### src/rtl/gripper_pkg.sv
// Shared definitions for the soft-gripper actuation stage: pump channel
// state encoding and default timing constants also used by the PID block.
package gripper_pkg;

    typedef enum logic [1:0] {
        ST_IDLE = 2'd0,
        ST_SEAL = 2'd1,
        ST_RUN  = 2'd2
    } pump_state_e;

    localparam int DEF_PERIOD     = 1000;
    localparam int DEF_SEAL_TICKS = 100;

endpackage

### src/rtl/pump_pwm_channel.sv
// One pump/valve channel: command clamp, slew limiter, seal/run/vent FSM
// and PWM comparator against the shared period counter.
module pump_pwm_channel
    import gripper_pkg::*;
#(
    parameter int IN_W       = 16,
    parameter int CNT_W      = 16,
    parameter int PERIOD     = DEF_PERIOD,
    parameter int MAX_SLEW   = 50,
    parameter int SEAL_TICKS = DEF_SEAL_TICKS
) (
    input  logic             CLK,
    input  logic             RESET,
    input  logic             tick_en_i,
    input  logic             wrap_i,
    input  logic [CNT_W-1:0] cnt_d_i,
    input  logic             start_i,
    input  logic [IN_W-1:0]  duty_i,
    output logic             pump_o,
    output logic             valve_o,
    output logic [CNT_W-1:0] duty_o
);

    localparam int                      SEAL_W    = (SEAL_TICKS < 2) ? 1 : $clog2(SEAL_TICKS);
    localparam logic [SEAL_W-1:0]       SEAL_LAST = SEAL_W'((SEAL_TICKS > 0) ? SEAL_TICKS - 1 : 0);
    localparam logic signed [IN_W:0]    PERIOD_S  = (IN_W+1)'(PERIOD);
    localparam logic [CNT_W-1:0]        PERIOD_C  = CNT_W'(PERIOD);
    localparam logic [CNT_W-1:0]        SLEW_C    = CNT_W'(MAX_SLEW);

    pump_state_e       state_q, state_d;
    logic [SEAL_W-1:0] seal_q, seal_d;
    logic [CNT_W-1:0]  duty_q, duty_d;
    logic              pump_q, pump_d;
    logic              valve_q, valve_d;

    logic signed [IN_W:0] din_s;
    logic [CNT_W-1:0]     target;
    logic [CNT_W-1:0]     step;
    logic [CNT_W-1:0]     slewed;

    // Sign-extend by one bit so PERIOD compares safely against any command.
    assign din_s = {duty_i[IN_W-1], duty_i};

    always_comb begin
        target = CNT_W'(din_s);
        if (din_s[IN_W]) begin
            target = '0;
        end else if (din_s > PERIOD_S) begin
            target = PERIOD_C;
        end
    end

    always_comb begin
        slewed = target;
        step   = '0;
        if (MAX_SLEW != 0) begin
            if (target > duty_q) begin
                step   = target - duty_q;
                slewed = (step > SLEW_C) ? duty_q + SLEW_C : target;
            end else begin
                step   = duty_q - target;
                slewed = (step > SLEW_C) ? duty_q - SLEW_C : target;
            end
        end
    end

    always_comb begin
        state_d = state_q;
        seal_d  = seal_q;
        duty_d  = duty_q;
        case (state_q)
            ST_IDLE: begin
                seal_d = '0;
                duty_d = '0;
                if (start_i) begin
                    state_d = ST_SEAL;
                end
            end
            ST_SEAL: begin
                if (!start_i) begin
                    state_d = ST_IDLE;
                    seal_d  = '0;
                end else if (tick_en_i) begin
                    if (seal_q == SEAL_LAST) begin
                        state_d = ST_RUN;
                        seal_d  = '0;
                    end else begin
                        seal_d = seal_q + SEAL_W'(1);
                    end
                end
            end
            ST_RUN: begin
                if (!start_i) begin
                    state_d = ST_IDLE;
                    duty_d  = '0;
                end else if (wrap_i) begin
                    duty_d = slewed;
                end
            end
            default: begin
                state_d = ST_IDLE;
                seal_d  = '0;
                duty_d  = '0;
            end
        endcase
    end

    // Outputs are computed from next-state values so the registered pins
    // line up with the registered counter and state on the same edge.
    assign pump_d  = (state_d == ST_RUN) && (cnt_d_i < duty_d);
    assign valve_d = (state_d == ST_IDLE);

    always_ff @(posedge CLK) begin
        if (RESET) begin
            state_q <= ST_IDLE;
            seal_q  <= '0;
            duty_q  <= '0;
            pump_q  <= 1'b0;
            valve_q <= 1'b1;
        end else begin
            state_q <= state_d;
            seal_q  <= seal_d;
            duty_q  <= duty_d;
            pump_q  <= pump_d;
            valve_q <= valve_d;
        end
    end

    assign pump_o  = pump_q;
    assign valve_o = valve_q;
    assign duty_o  = duty_q;

endmodule

### src/rtl/pump_pwm_array.sv
// N-channel pump/valve driver: shared PWM period counter and period_end
// strobe feeding one pump_pwm_channel per channel.
module pump_pwm_array
    import gripper_pkg::*;
#(
    parameter int N_CH       = 2,
    parameter int IN_W       = 16,
    parameter int CNT_W      = 16,
    parameter int PERIOD     = DEF_PERIOD,
    parameter int MAX_SLEW   = 50,
    parameter int SEAL_TICKS = DEF_SEAL_TICKS
) (
    input  logic                  CLK,
    input  logic                  RESET,
    input  logic                  tick_en,
    input  logic [N_CH-1:0]       start,
    input  logic [N_CH*IN_W-1:0]  duty_in,
    output logic [N_CH-1:0]       pump_out,
    output logic [N_CH-1:0]       valve_out,
    output logic [N_CH*CNT_W-1:0] duty_cur,
    output logic                  period_end
);

    localparam logic [CNT_W-1:0] CNT_LAST = CNT_W'(PERIOD - 1);

    logic [CNT_W-1:0] cnt_q, cnt_d;
    logic             period_end_q;
    logic             wrap;

    always_comb begin
        wrap  = tick_en && (cnt_q == CNT_LAST);
        cnt_d = cnt_q;
        if (tick_en) begin
            cnt_d = wrap ? '0 : cnt_q + CNT_W'(1);
        end
    end

    always_ff @(posedge CLK) begin
        if (RESET) begin
            cnt_q        <= '0;
            period_end_q <= 1'b0;
        end else begin
            cnt_q        <= cnt_d;
            period_end_q <= wrap;
        end
    end

    assign period_end = period_end_q;

    generate
        for (genvar gi = 0; gi < N_CH; gi++) begin : g_ch
            pump_pwm_channel #(
                .IN_W      (IN_W),
                .CNT_W     (CNT_W),
                .PERIOD    (PERIOD),
                .MAX_SLEW  (MAX_SLEW),
                .SEAL_TICKS(SEAL_TICKS)
            ) u_ch (
                .CLK      (CLK),
                .RESET    (RESET),
                .tick_en_i(tick_en),
                .wrap_i   (wrap),
                .cnt_d_i  (cnt_d),
                .start_i  (start[gi]),
                .duty_i   (duty_in[gi*IN_W +: IN_W]),
                .pump_o   (pump_out[gi]),
                .valve_o  (valve_out[gi]),
                .duty_o   (duty_cur[gi*CNT_W +: CNT_W])
            );
        end
    endgenerate

endmodule

### config.mk
export PLATFORM = sky130hd
export DESIGN_NAME = pump_pwm_array
export DESIGN_NICKNAME = d
export VERILOG_FILES = /design/src/rtl/gripper_pkg.sv /design/src/rtl/pump_pwm_channel.sv /design/src/rtl/pump_pwm_array.sv
export SDC_FILE = /design/constraint.sdc
export NUM_CORES = 1
export LEC_CHECK = 0
export BUFFER_PORTS_ARGS = -buffer_cell sky130_fd_sc_hd__buf_4
export CAP_MARGIN = 20
export CELL_PAD_IN_SITES_DETAIL_PLACEMENT = 0
export CELL_PAD_IN_SITES_GLOBAL_PLACEMENT = 2
export CORE_MARGIN = 2
export CORE_UTILIZATION = 36
export CTS_CLUSTER_SIZE = 30
export DETAILED_ROUTE_END_ITERATION = 10
export MAX_ROUTING_LAYER = met4
export PLACE_DENSITY = 0.93
export SYNTH_ARGS = -nofsm -noshare
export SYNTH_HDL_FRONTEND = slang
export SYNTH_SLANG_ARGS = --single-unit
### constraint.sdc
create_clock -name CLK -period 9.4 [get_ports CLK]
set_input_delay 1.88 -clock CLK [delete_from_list [all_inputs] [get_ports CLK]]
set_output_delay 1.88 -clock CLK [all_outputs]
set_load 0.005 [all_outputs]
======== Word-level counts from Yosys, hierarchy flattened ========
Cells that the tools add are included.
word-level totals
  input port bits ......................... 37
  output and inout port bits .............. 37
  bits in latches ......................... 0
  memory bits (writable) .................. 0
  register bits ........................... 71
  memories ................................ 0
  bits in read-only memories .............. 0
  logic and storage cells ................. 93
cells by class
  multiply operators ...................... 0
  reduce and logical (&&, ||, !) cells .... 9
  add/sub/neg operators ................... 11
  mux-type cells .......................... 38
  $lt $le $gt $ge ......................... 10
  div/mod/pow operators ................... 0
  eq/ne operators ......................... 11
  bitwise operators ....................... 2
  shift-type cells ........................ 0
operators by type and width
  kind                     count
  $mux W16                 12
  $gt A16 B6 Y1 const B    4
  $pmux W16 S2             2
  $sub A16 B16 Y16         4
  $mux W15                 4
  $mux W7                  6
  $add A16 B6 Y16 const B  2
  $gt A16 B11 Y1 const B   2
  $gt A16 B16 Y1           2
  $lt A16 B16 Y1           2
  $sub A16 B6 Y16 const B  2
  $pmux W7 S2              2
  $mux W2                  10
  $add A16 B1 Y16 const B  1
  $eq A16 B10 Y1 const B   1
  $add A7 B1 Y7 const B    2
  $eq A7 B7 Y1 const B     2
  $pmux W2 S3              2
  $eq A2 B2 Y1 const B     4
  $logic_not A2 Y1         4
  $ne A3 B3 Y1 const B     2
  $eq A2 B1 Y1 const B     2
  $reduce_and A2 Y1        2
  $logic_and A1 B1 Y1      3
  $not A1 Y1               2

======== Longest topological paths before layout ========
Gate-level depths: netlist (run 1).
  depth in word-level cells ............... 12
  gate-level depth with buffers ........... 30
  gate-level depth less buffers ........... 28

======== Cells and area by module ========
From an unflattened synthesis (run 1), not the netlist that was laid out.
second synthesis, totals
  cell total of the unflattened synthesis .. 1408
  area, all modules ....................... 10277.4 µm²
by module, submodules not included
  module                            area each (µm²)  seq. area each (µm²)  cells an instance  instances
  pump_pwm_channel at g_ch[1].u_ch  4802.1           540.5                 673                1
  pump_pwm_channel at g_ch[0].u_ch  4568.1           540.5                 631                1
  pump_pwm_array                    907.1            340.3                 104                1

======== Least setup slack after synthesis (run 1) ========
No wires, ideal clock.
  path type ............................... input-to-reg
  start point ............................. in duty_in[30]
  end point ............................... reg g_ch[1].u_ch.pump_q
  required time ........................... 9.304 ns
  buffers on the path ..................... 1
  cell stages on the path ................. 25
  setup time .............................. 0.096 ns
  slack ................................... 1.584 ns
  arrival time ............................ 7.720 ns
  cell sequence ........................... or4_4 > nor4_1 > nand2_1 > inv_1 > ha_1 > nor2b_1 > o2111ai_1 > a31oi_1 > a21o_1 > or3_1 > a2111oi_1 > clkbuf_1 > o41ai_1 > a32o_1 > o21ai_0 > ha_1 > a21o_1 > a21o_1 > a21o_1 > a21o_1 > a21oi_1 > nor2b_1 > o21ai_0 > nand3_1 > o41ai_2
between the ends
  word-level cells in the longest chain between the ends .. 12
  elaborated cells on any way between the ends .. 16
  classes of those cells .................. 2 x add/sub; 5 x order compare; 8 x mux; 1 x reduce/logical
RTL lines
  what                                 RTL line                                        source
  start: declaration                   pump_pwm_array.sv:17                            input logic [N_CH*IN_W-1:0] duty_in,
  $gt A16 B11 Y1                       pump_pwm_channel.sv:48                          end else if (din_s > PERIOD_S) begin
  $mux W15 *                           pump_pwm_channel.sv:48
  $mux W15 *                           pump_pwm_channel.sv:46                          if (din_s[IN_W]) begin
  $sub A16 B16 Y16 (on tied branches)  pump_pwm_channel.sv:61, pump_pwm_channel.sv:58
  $gt A16 B6 Y1 (on tied branches)     pump_pwm_channel.sv:62, pump_pwm_channel.sv:59
  $mux W16 (on tied branches)          pump_pwm_channel.sv:62, pump_pwm_channel.sv:59
  $mux W16 *                           pump_pwm_channel.sv:57                          if (target > duty_q) begin
  $mux W16 *                           pump_pwm_channel.sv:96                          end else if (wrap_i) begin
  $mux W16 *                           pump_pwm_channel.sv:93                          if (!start_i) begin
  $pmux W16 S2 *                       pump_pwm_channel.sv:71                          case (state_q)
  $lt A16 B16 Y1 *                     pump_pwm_channel.sv:110                         assign pump_d = (state_d == ST_RUN) && (cnt_d_i < duty_d);
  $logic_and A1 B1 Y1 *                pump_pwm_channel.sv:110
  end signal: assignment               pump_pwm_channel.sv:124                         pump_q <= pump_d;
  end: declaration                     pump_pwm_channel.sv:33                          logic pump_q, pump_d;
Every way passes the cells marked *; elsewhere a longest branch is shown, timed or not.
A chain may end at the register's enable or synchronous reset.

======== Worst setup path after layout (run 1) ========
  start point ............................. in duty_in[14]
  end point ............................... reg g_ch[0].u_ch.pump_q
between the ends
  word-level cells in the longest chain between the ends .. 12
  elaborated cells on any way between the ends .. 16
  classes of those cells .................. 2 x add/sub; 5 x order compare; 8 x mux; 1 x reduce/logical
RTL lines
  what                                 RTL line
  $gt A16 B11 Y1                       pump_pwm_channel.sv:48
  $mux W15 *                           pump_pwm_channel.sv:48
  $mux W15 *                           pump_pwm_channel.sv:46
  $sub A16 B16 Y16 (on tied branches)  pump_pwm_channel.sv:61, pump_pwm_channel.sv:58
  $gt A16 B6 Y1 (on tied branches)     pump_pwm_channel.sv:62, pump_pwm_channel.sv:59
  $mux W16 (on tied branches)          pump_pwm_channel.sv:62, pump_pwm_channel.sv:59
  $mux W16 *                           pump_pwm_channel.sv:57
  $mux W16 *                           pump_pwm_channel.sv:96
  $mux W16 *                           pump_pwm_channel.sv:93
  $pmux W16 S2 *                       pump_pwm_channel.sv:71
  $lt A16 B16 Y1 *                     pump_pwm_channel.sv:110
  $logic_and A1 B1 Y1 *                pump_pwm_channel.sv:110
  end signal: assignment               pump_pwm_channel.sv:124
  end: declaration                     pump_pwm_channel.sv:33
Marks and branches as above.

==> results of run 1 <==
-- final cells by class --
cell class | count | area, um2
multi-input combinational | 1236 | 8290
tap | 378 | 473
clock buffer | 9 | 225
fill | 3004 | 16400
sequential | 71 | 1420
timing repair buffer | 86 | 646
clock inverter | 7 | 103
inverter | 67 | 251
-- through the flow --
| stage | util [%] | total power, uW | cell area [um2] | worst slack (ns) |
|---|---|---|---|---|
| after detailed placement | 39.8 | 532 | 11100 | 0.614 |
| after global placement | 39.8 | 532 | 11100 | 0.743 |
| after global routing | 41.0 | 957 | 11400 | 0.373 |
| final | 41.0 | 916 | 11400 | 0.929 |
| after floorplan | - | 466 | 10300 | 1.58 |
| after CTS | 41.0 | 914 | 11400 | 1.01 |
-- cell usage after synthesis (13+ instances only) --
master and count:
nor2_1 131, nand2_1 115, a21oi_1 112, ha_1 99, o21ai_0 80, dfxtp_1 71
inv_1 67, clkbuf_1 59, nor3_1 58, nand3_1 54, xnor2_1 34, nor2b_1 31
nand4_1 29, a21o_1 28, a211oi_1 27, or3_1 26, nand2b_1 24, a31oi_1 23
and3_1 23, o21a_1 22, nor4_1 20, xor2_1 18, a211o_1 15, o211ai_1 15
and2_1 13
-- power groups by stage --
| stage | sequential (uW) | combinational, uW | clock, uW |
|---|---|---|---|
| 3_3_place_gp | 312 | 220 | 0 |
| 5_1_grt | 306 | 248 | 404 |
| 6_report | 306 | 229 | 382 |
| 4_1_cts | 306 | 221 | 388 |
| 2_1_floorplan | 312 | 154 | 0 |
| 3_5_place_dp | 312 | 220 | 0 |
-- path summary, 6_finish.rpt --
| path | startpoint | endpoint | slack, ns | cells after the start |
|---|---|---|---|---|
| worst max-delay path | duty_in[14] | g_ch[0].u_ch.pump_o | 0.93 | 25 |
| worst min-delay path | g_ch[0].u_ch.seal_q[6] | g_ch[0].u_ch.seal_q[6] | 0.49 | 2 |
| worst max register to register | g_ch[1].u_ch.duty_o[7] | g_ch[1].u_ch.pump_o | 3.24 | 23 |
| worst min register to register | g_ch[0].u_ch.seal_q[6] | g_ch[0].u_ch.seal_q[6] | 0.49 | 2 |
-- flip-flops by register name, indices dropped and copies added, names as in the netlist --
signal             cells
g_ch.u_ch.duty_o      32
g_ch.u_ch.state_q      4
g_ch.u_ch.seal_q      14
g_ch.u_ch.pump_o       2
period_end             1
g_ch.u_ch.valve_o      2
cnt_q                 16
-- logic make-up (layout without fill, tap and decap cells) --
group	count (synthesis)	count (layout)	synth area share (%)
compound gates	460	460	31.5
fa+ha+maj	103	103	12.9
flops	71	71	13.9
buf+inv	145	169	5.73
other cells	2	20	0.0735
simple gates	581	581	29.3
mux	20	20	2.12
xor+xnor	52	52	4.46
-- worst max-delay path, cell delays in order --
cell and delay, ns:
buf_4 0.10, or4_1 0.65, or2_2 0.34, o21ai_0 0.53
inv_1 0.10, ha_1 0.48, a21o_1 0.25, a211oi_1 0.34
o22ai_1 0.14, or4_1 0.44, nor4b_1 0.42, and4_1 0.27
nand3_1 0.40, buf_4 0.34, a2111oi_0 0.40, mux2_2 0.25
nor2_1 0.06, ha_1 0.26, o211ai_1 0.11, nor4_1 0.41
o31ai_1 0.20, nand3_1 0.13, nor2_1 0.04, nand2_1 0.06
a31oi_1 0.05
-- routing by layer --
metal	global-route usage (%)	share of wire, %
met3	2.66	7.0
met5	-	0
met2	34.9	42
met4	4.90	1.6
met1	36.7	49
==> results.cfg, run 1 <==
[status]
outcome = finished clean

[grt]
grt_pass1_wl_mm = 56.2
grt-ovfl-total = 0
grt_max_degree = 41
grt_pass1_vias = 9990
grt_usage_pct = 24.4
antenna_found_initial = 0

[yosys]
netlist_area_um2 = 10200
ys_warn_count = 0
synth.area.top_cells = dfxtp_1 (14%), ha_1 (12%), a21oi_1 (5.5%)
syn_avg_cell_area_um2 = 7.13
synth-seq-cells = 71
synth_ff_type = dfxtp_1
synth_top_area_cell = dfxtp_1
ys_types = 98
netlist.area_leader.share_pct = 13.9
synthCells = 1434
async_flop_share_pct = 0
synth-seq-area-share_pct = 13.9
synth_edf_count = 0

[placement]
dp_hpwl_mm = 28.2
placed_cells = 1838
portBuffers = 73
gp_congestion = 0.990

[final_layout]
mostFrequentLayoutCells = nor2_1 (131), nand2_1 (115), a21oi_1 (112)
final_common_cell = nor2_1
antenna_cells = 0
area_growth_pct = 11.6
layout-drive-gt1-share_pct = 10.6
finalNetCount = 1611
final_cells = 1854

[cts]
cts.clk_slew.worst_paths_ns = 0.06
cts_hold_buf = 0
htree_levels = 3
cts_setup_buffers = 0
cts.sinks = 71
insertion_delay_ns = 0.34
cts_tree = built
cts_root_buf = clkbuf_16
clk_path_buf_depth = 2
cts_resized = 0
cts_buffers = 9

[timing]
setup_tns_ns = 0
holdWs_ns = 0.490
max_slew.worst_pin.slew_ns = 1.04
setup_viol = 0
final.min_clock_period_ns = 8.47
slew_headroom_pct = 30.4
finalHoldViolCount = 0
fmax_mhz = 118
fin_worst_skew_ns = 0.0141
fin_crit_sh_pct = 90.1
finalMaxSlewViolations = 0
rsz0062_at_grt = no

[power_and_ir_drop]
p_leak_uw = 0.00457
ir_drop_uv = 89.0
p_int_uw = 619
seq_power_share_pct = 33.4
p_switching_uw = 297
powerDensity_nw_per_um2 = 80.3
sw_frac_of_total_pct = 32.4
p_clk_share_pct = 41.7
combPwrFrac_pct = 25.0

[detailed_routing]
routedWlPerCell_um = 19.3
drcViolationCount = 0
wl_mm = 35.9
vias = 11300
dr.pass1.iters = 6
via_per_inst = 6.12
drt_iter0_markers = 1162
drt.antenna.violating_nets = 0

[die]
dieWidth_um = 172
rows = 61
die_y_um = 172
core_area_um2 = 27900
start_util_pct = 36.7
ios = 74
die-area_um2 = 29700

[worst_setup_path]
cp_max_fo = 15
start_kind = primary input
crit_arrival_ns = 8.65
critical_path_class = primary input to flip-flop
crit_required_ns = 9.58
crit_path_end_kind = flip-flop

[run]
max_cap_violations = 0

[worst_hold_path]
hold_path_class = flip-flop to flip-flop
No activity file was read; power rests on OpenSTA's default activity.
==> inputs of run 2 (changes only) <==
CORE_UTILIZATION = 37   (was 36)
PLACE_DENSITY = 0.95   (was 0.93)
SYNTH_HIERARCHICAL = 1   (was not set)
==> results.cfg, run 2 <==
[yosys]
synth_ff_type = dfxtp_1
synth-seq-cells = 71
ys_top_cells_by_count = nor2_1 (140), nand2_1 (111), ha_1 (99)
syn_avg_cell_area_um2 = 7.30
netlist.area_leader.share_pct = 13.8
ys_warn_count = 6
yosysMostFrequentCell = nor2_1
synth-seq-area-share_pct = 13.8
synth_top_area_cell = dfxtp_1
ys_types = 98
synth_edf_count = 0
synthCells = 1408
netlist_area_um2 = 10300
synth.area.top_cells = dfxtp_1 (14%), ha_1 (12%), nor2_1 (5.1%)
async_flop_share_pct = 0

[final_layout]
largest_register_ffs = 32
finalNetCount = 1589
area_growth_pct = 11.0
mostFrequentLayoutCells = nor2_1 (140), nand2_1 (111), ha_1 (99)
layout-drive-gt1-share_pct = 10.5
antenna_cells = 0
nFillCells = 2909
final_common_cell = nor2_1
utilization_pct = 41.4

[cts]
cts.sinks = 71
cts_buffers = 9
htree_levels = 3
cts_hold_buf = 0
cts_tree = built
cts.clk_slew.worst_paths_ns = 0.06
cts_resized = 0
insertion_delay_ns = 0.34
clk_path_buf_depth = 2
cts_root_buf = clkbuf_16
cts_setup_buffers = 0

[worst_setup_path]
crit_required_ns = 9.66
r2r_slack_ns = 2.88
r2r_start = g_ch[1].u_ch/duty_o[8]
start_kind = primary input
r2r-end = g_ch[1].u_ch/pump_o
cp_max_fo = 16
critical_path_class = primary input to flip-flop
r2r_cells = 23
crit_path_end_kind = flip-flop
crit_arrival_ns = 8.98

[power_and_ir_drop]
p_clk_share_pct = 36.3
total_power_uw = 838
p_int_uw = 567
combPwrFrac_pct = 27.2
powerDensity_nw_per_um2 = 73.4
p_switching_uw = 271
ir_drop_uv = 70.8
seq_power_share_pct = 36.6
p_leak_uw = 0.00472
sw_frac_of_total_pct = 32.3

[die]
die-area_um2 = 29100
die_y_um = 171
rows = 61
start_util_pct = 37.3
ios = 74
dieWidth_um = 171
core_area_um2 = 27600

[worst_hold_path]
hold_depth = 2
hold_path_class = flip-flop to flip-flop
min_from = g_ch[0].u_ch/seal_q[5]
hold_end = g_ch[0].u_ch/seal_q[5]

[timing]
finalHoldViolCount = 0
finalMaxSlewViolations = 0
setup_tns_ns = 0
rsz0062_at_grt = no
worst_slack_ns = 0.685
fin_worst_skew_ns = 0.0101
holdWs_ns = 0.495
setup_viol = 0
fmax_mhz = 115
max_slew.worst_pin.slew_ns = 0.931
slew_headroom_pct = 37.2
fin_crit_sh_pct = 92.7
final.min_clock_period_ns = 8.72

[grt]
grt_pass1_vias = 10300
grt_pass1_wl_mm = 55.0
grt_usage_pct = 24.1
grt-ovfl-total = 0
grt_max_degree = 26
antenna_found_initial = 0

[detailed_routing]
drt.antenna.violating_nets = 0
dr.pass1.iters = 6
drt_iter0_markers = 965
wl_mm = 34.7
vias = 11000
drcViolationCount = 0
routedWlPerCell_um = 19.0
via_per_inst = 6.03

[status]
outcome = finished clean

[placement]
pre_cts_slack_ns = 0.452
portBuffers = 73
dp_hpwl_mm = 27.4
gp_congestion = 0.978

[run]
max_cap_violations = 0
==> run 2: cell count changes after synthesis, moves of 10 or more <==
cell      delta
o21ai_0     -24
a21oi_1     -21
a211oi_1    -17
xor2_1      +14
mux2i_1     +10
nor3_1      -10
==> run 2: how the worst max path moves through the flow <==
stage / to / slack (ns) / from / cells past startpoint
2_1_floorplan: g_ch[1].u_ch/pump_o / 1.05 / duty_in[27] / 29
3_3_place_gp: g_ch[1].u_ch/pump_o / 0.57 / duty_in[27] / 26
3_5_place_dp: g_ch[1].u_ch/pump_o / 0.45 / duty_in[27] / 27
4_1_cts: g_ch[1].u_ch/pump_o / 0.80 / duty_in[27] / 27
5_1_grt: g_ch[1].u_ch/pump_o / 0.24 / duty_in[27] / 26
6_report: g_ch[1].u_ch/pump_o / 0.68 / duty_in[27] / 27
==> run 2: layout make-up <==
cell class / instances / area (um2) / share of cell area [%]
multi-input cells: 1217 / 8370 / 73.4
flip-flops and latches: 71 / 1420 / 12.5
repair buffers: 87 / 653 / 5.72
well taps: 378 / 473 / 4.14
clock buffers: 11 / 243 / 2.13
inverters: 63 / 236 / 2.07
clock inverters: 2 / 10.0 / 0.0877
==> run 2: kinds of logic after synthesis <==
kind of cell | Yosys count | synth area share (%)
adder cells (fa/ha/maj) | 103 | 12.8
AND/OR/NAND/NOR | 568 | 29.2
other | 4 | 0.146
multiplexers | 26 | 2.64
flip-flops | 71 | 13.8
buffers and inverters | 136 | 5.27
XOR/XNOR | 64 | 5.45
AO/OA/AOI/OAI | 436 | 30.6
==> run 2: power by group through the flow <==
stage	clock network, uW	logic, uW	registers [uW]
final	304	227	306
after global routing	324	247	306
after detailed placement	0	220	313
after global placement	0	221	313
after CTS	311	221	306
after floorplan	0	153	312
==> run 2: metrics by stage <==
stage               instances  area (um2)
detailed placement       1816       11200
CTS                      1829       11400
floorplan                1424       10300
global placement         1816       11200
finish                   1829       11400
global route             1829       11400
==> run 2: worst max-delay path: stages <==
cell and delay (ns):
buf_4 0.10, or3_4 0.43, or2_0 0.36, o21ai_0 0.53
inv_1 0.09, ha_1 0.51, a21oi_1 0.23, o21ai_0 0.16
a21o_1 0.21, a221oi_1 0.32, mux2i_1 0.15, or4b_2 0.71
or4_1 0.56, nor2_1 0.15, a211oi_1 0.07, o41a_1 0.37
ha_1 0.29, a21o_1 0.18, a21o_1 0.17, a21o_1 0.17
a21o_1 0.17, a21oi_1 0.15, nor2b_1 0.06, o21ai_0 0.23
o2111ai_1 0.18, or4_1 0.42, o22ai_1 0.11
==> run 2: metal layers <==
layer  up-vias  GRT usage, %  share of wire [%]  wire, um
met5         -             -                  0         0
met4         0          7.88                2.5       860
met3        49          1.85                5.4      1870
met2       396          37.7                 45     15500
met1      5242          33.0                 47     16400
li1       5344             -                  -         -
==> inputs of run 3 (changes only) <==
CORE_UTILIZATION = 39   (was 37)
GPL_TIMING_DRIVEN = 1   (was not set)
clock period = 10.98 ns   (was 9.4 ns; I/O delays follow)
==> results.cfg, run 3 (synthesis gave the netlist of run 2 again) <==
[timing]
finalMaxSlewViolations = 0
fin_crit_sh_pct = 84.1
rsz0062_at_grt = no
fin_worst_skew_ns = 0.00952
final.min_clock_period_ns = 9.24
holdWs_ns = 0.505
fmax_mhz = 108
finalHoldViolCount = 0
setup_viol = 0
max_slew.worst_pin.slew_ns = 1.02
slew_headroom_pct = 31.4
setup_tns_ns = 0

[power_and_ir_drop]
sw_frac_of_total_pct = 30.1
seq_power_share_pct = 32.9
powerDensity_nw_per_um2 = 69.8
p_clk_share_pct = 42.7
p_leak_uw = 0.00474
p_int_uw = 557
combPwrFrac_pct = 24.4
ir_drop_uv = 58.0
p_switching_uw = 240

[detailed_routing]
via_per_inst = 6.15
drt.antenna.violating_nets = 0
drt_iter0_markers = 1020
dr.pass1.iters = 5
vias = 11000
wl_mm = 34.6
drcViolationCount = 0
routedWlPerCell_um = 19.4

[grt]
use_met1_pct = 34.7
grt_max_degree = 26
antenna_found_initial = 0
grt_usage_pct = 25.0
grt_pass1_wl_mm = 55.2
grt_use_met2_pct = 39.0
grt_pass1_vias = 10200
use_met3_pct = 2.41
top_usage_layer = met2
grt-ovfl-total = 0

[worst_setup_path]
r2r_start = g_ch[1].u_ch/duty_o[1]
cp_max_fo = 9
crit_start = duty_in[27]
crit_path_end_kind = flip-flop
critical_path_class = primary input to flip-flop
start_kind = primary input
crit_arrival_ns = 9.50
crit_required_ns = 11.24

[cts]
cts_buffers = 9
cts_resized = 0
cts.clk_slew.worst_paths_ns = 0.06
clk_path_buf_depth = 2
htree_levels = 3
cts_setup_buffers = 0
cts_tree = built
cts_root_buf = clkbuf_16
cts_hold_buf = 0
insertion_delay_ns = 0.34
cts.sinks = 71

[final_layout]
area_growth_pct = 11.1
multi_input_area_um2 = 8370
antenna_cells = 0
mostFrequentLayoutCells = nor2_1 (140), nand2_1 (111), ha_1 (99)
nFillCells = 2711
largest_register_ffs = 32
utilization_pct = 43.9
final_common_cell = nor2_1
finalNetCount = 1585
layout-drive-gt1-share_pct = 10.4
regArea_um2 = 1420
final_cell_area_um2 = 11400
final_cells = 1784

[placement]
placed_cells = 1769
dp_hpwl_mm = 27.5
portBuffers = 73
place_area_um2 = 11100
gp_congestion = 0.940

[die]
die_y_um = 166
dieWidth_um = 166
start_util_pct = 39.6
rows = 59
die-area_um2 = 27700
ios = 74
core_area_um2 = 26000

[worst_hold_path]
hold_path_class = flip-flop to flip-flop
min_from = g_ch[0].u_ch/seal_q[5]

[status]
outcome = finished clean

[run]
max_cap_violations = 0
## run 3: per-layer routing
layer / part of all wire (%) / vias to the layer above
met5: 0 / -
met4: 2.2 / 0
met3: 5.7 / 51
met2: 45 / 381
met1: 47 / 5196
li1: - / 5347
## run 3: per-stage QoR
step,worst slack [ns],total power (uW)
finish,1.74,798
global route,1.25,833
CTS,1.84,800
detailed placement,1.49,456
global placement,1.69,456
floorplan,2.31,399
## run 3: worst paths after layout
check | to | slack, ns | cells after the start
hold / removal | g_ch[0].u_ch/seal_q[5] | 0.50 | 2
setup / recovery | g_ch[1].u_ch/pump_o | 1.74 | 28
setup reg to reg | g_ch[1].u_ch/pump_o | 4.48 | 23
hold reg to reg | g_ch[0].u_ch/seal_q[5] | 0.50 | 2
## run 3: worst max-delay path, stage by stage
cell	delay, ns
buf_4	0.11
or3_4	0.43
or2_0	0.35
nor3_1	0.49
nand2_1	0.24
inv_1	0.15
ha_1	0.26
nor2b_1	0.15
o2111ai_1	0.42
nand3b_1	0.22
a221oi_1	0.39
mux2i_1	0.15
or4b_2	0.70
or4_1	0.58
nor2_1	0.15
a211oi_1	0.08
o41a_1	0.36
ha_1	0.31
a21o_1	0.18
a21o_1	0.17
a21o_1	0.17
a21o_1	0.17
a21oi_1	0.14
nor2b_1	0.06
o21ai_0	0.18
o2111ai_1	0.16
or4_1	0.41
o22ai_1	0.11
## run 3: power by group through the flow
stage                     combinational (uW)  clock, uW  sequential (uW)
after global routing                     212        359              262
after detailed placement                 188          0              268
after CTS                                189        348              262
final                                    195        341              262
after floorplan                          131          0              267
after global placement                   188          0              268
## run 3: cell type report
class	instances	share of cell area, %
Sequential cell	71	12.4
Clock buffer	10	2.09
Inverter	63	2.07
Clock inverter	5	0.931
Multi-Input combinational cell	1217	73.3
Timing Repair Buffer	83	5.46
Tap cell	335	3.67
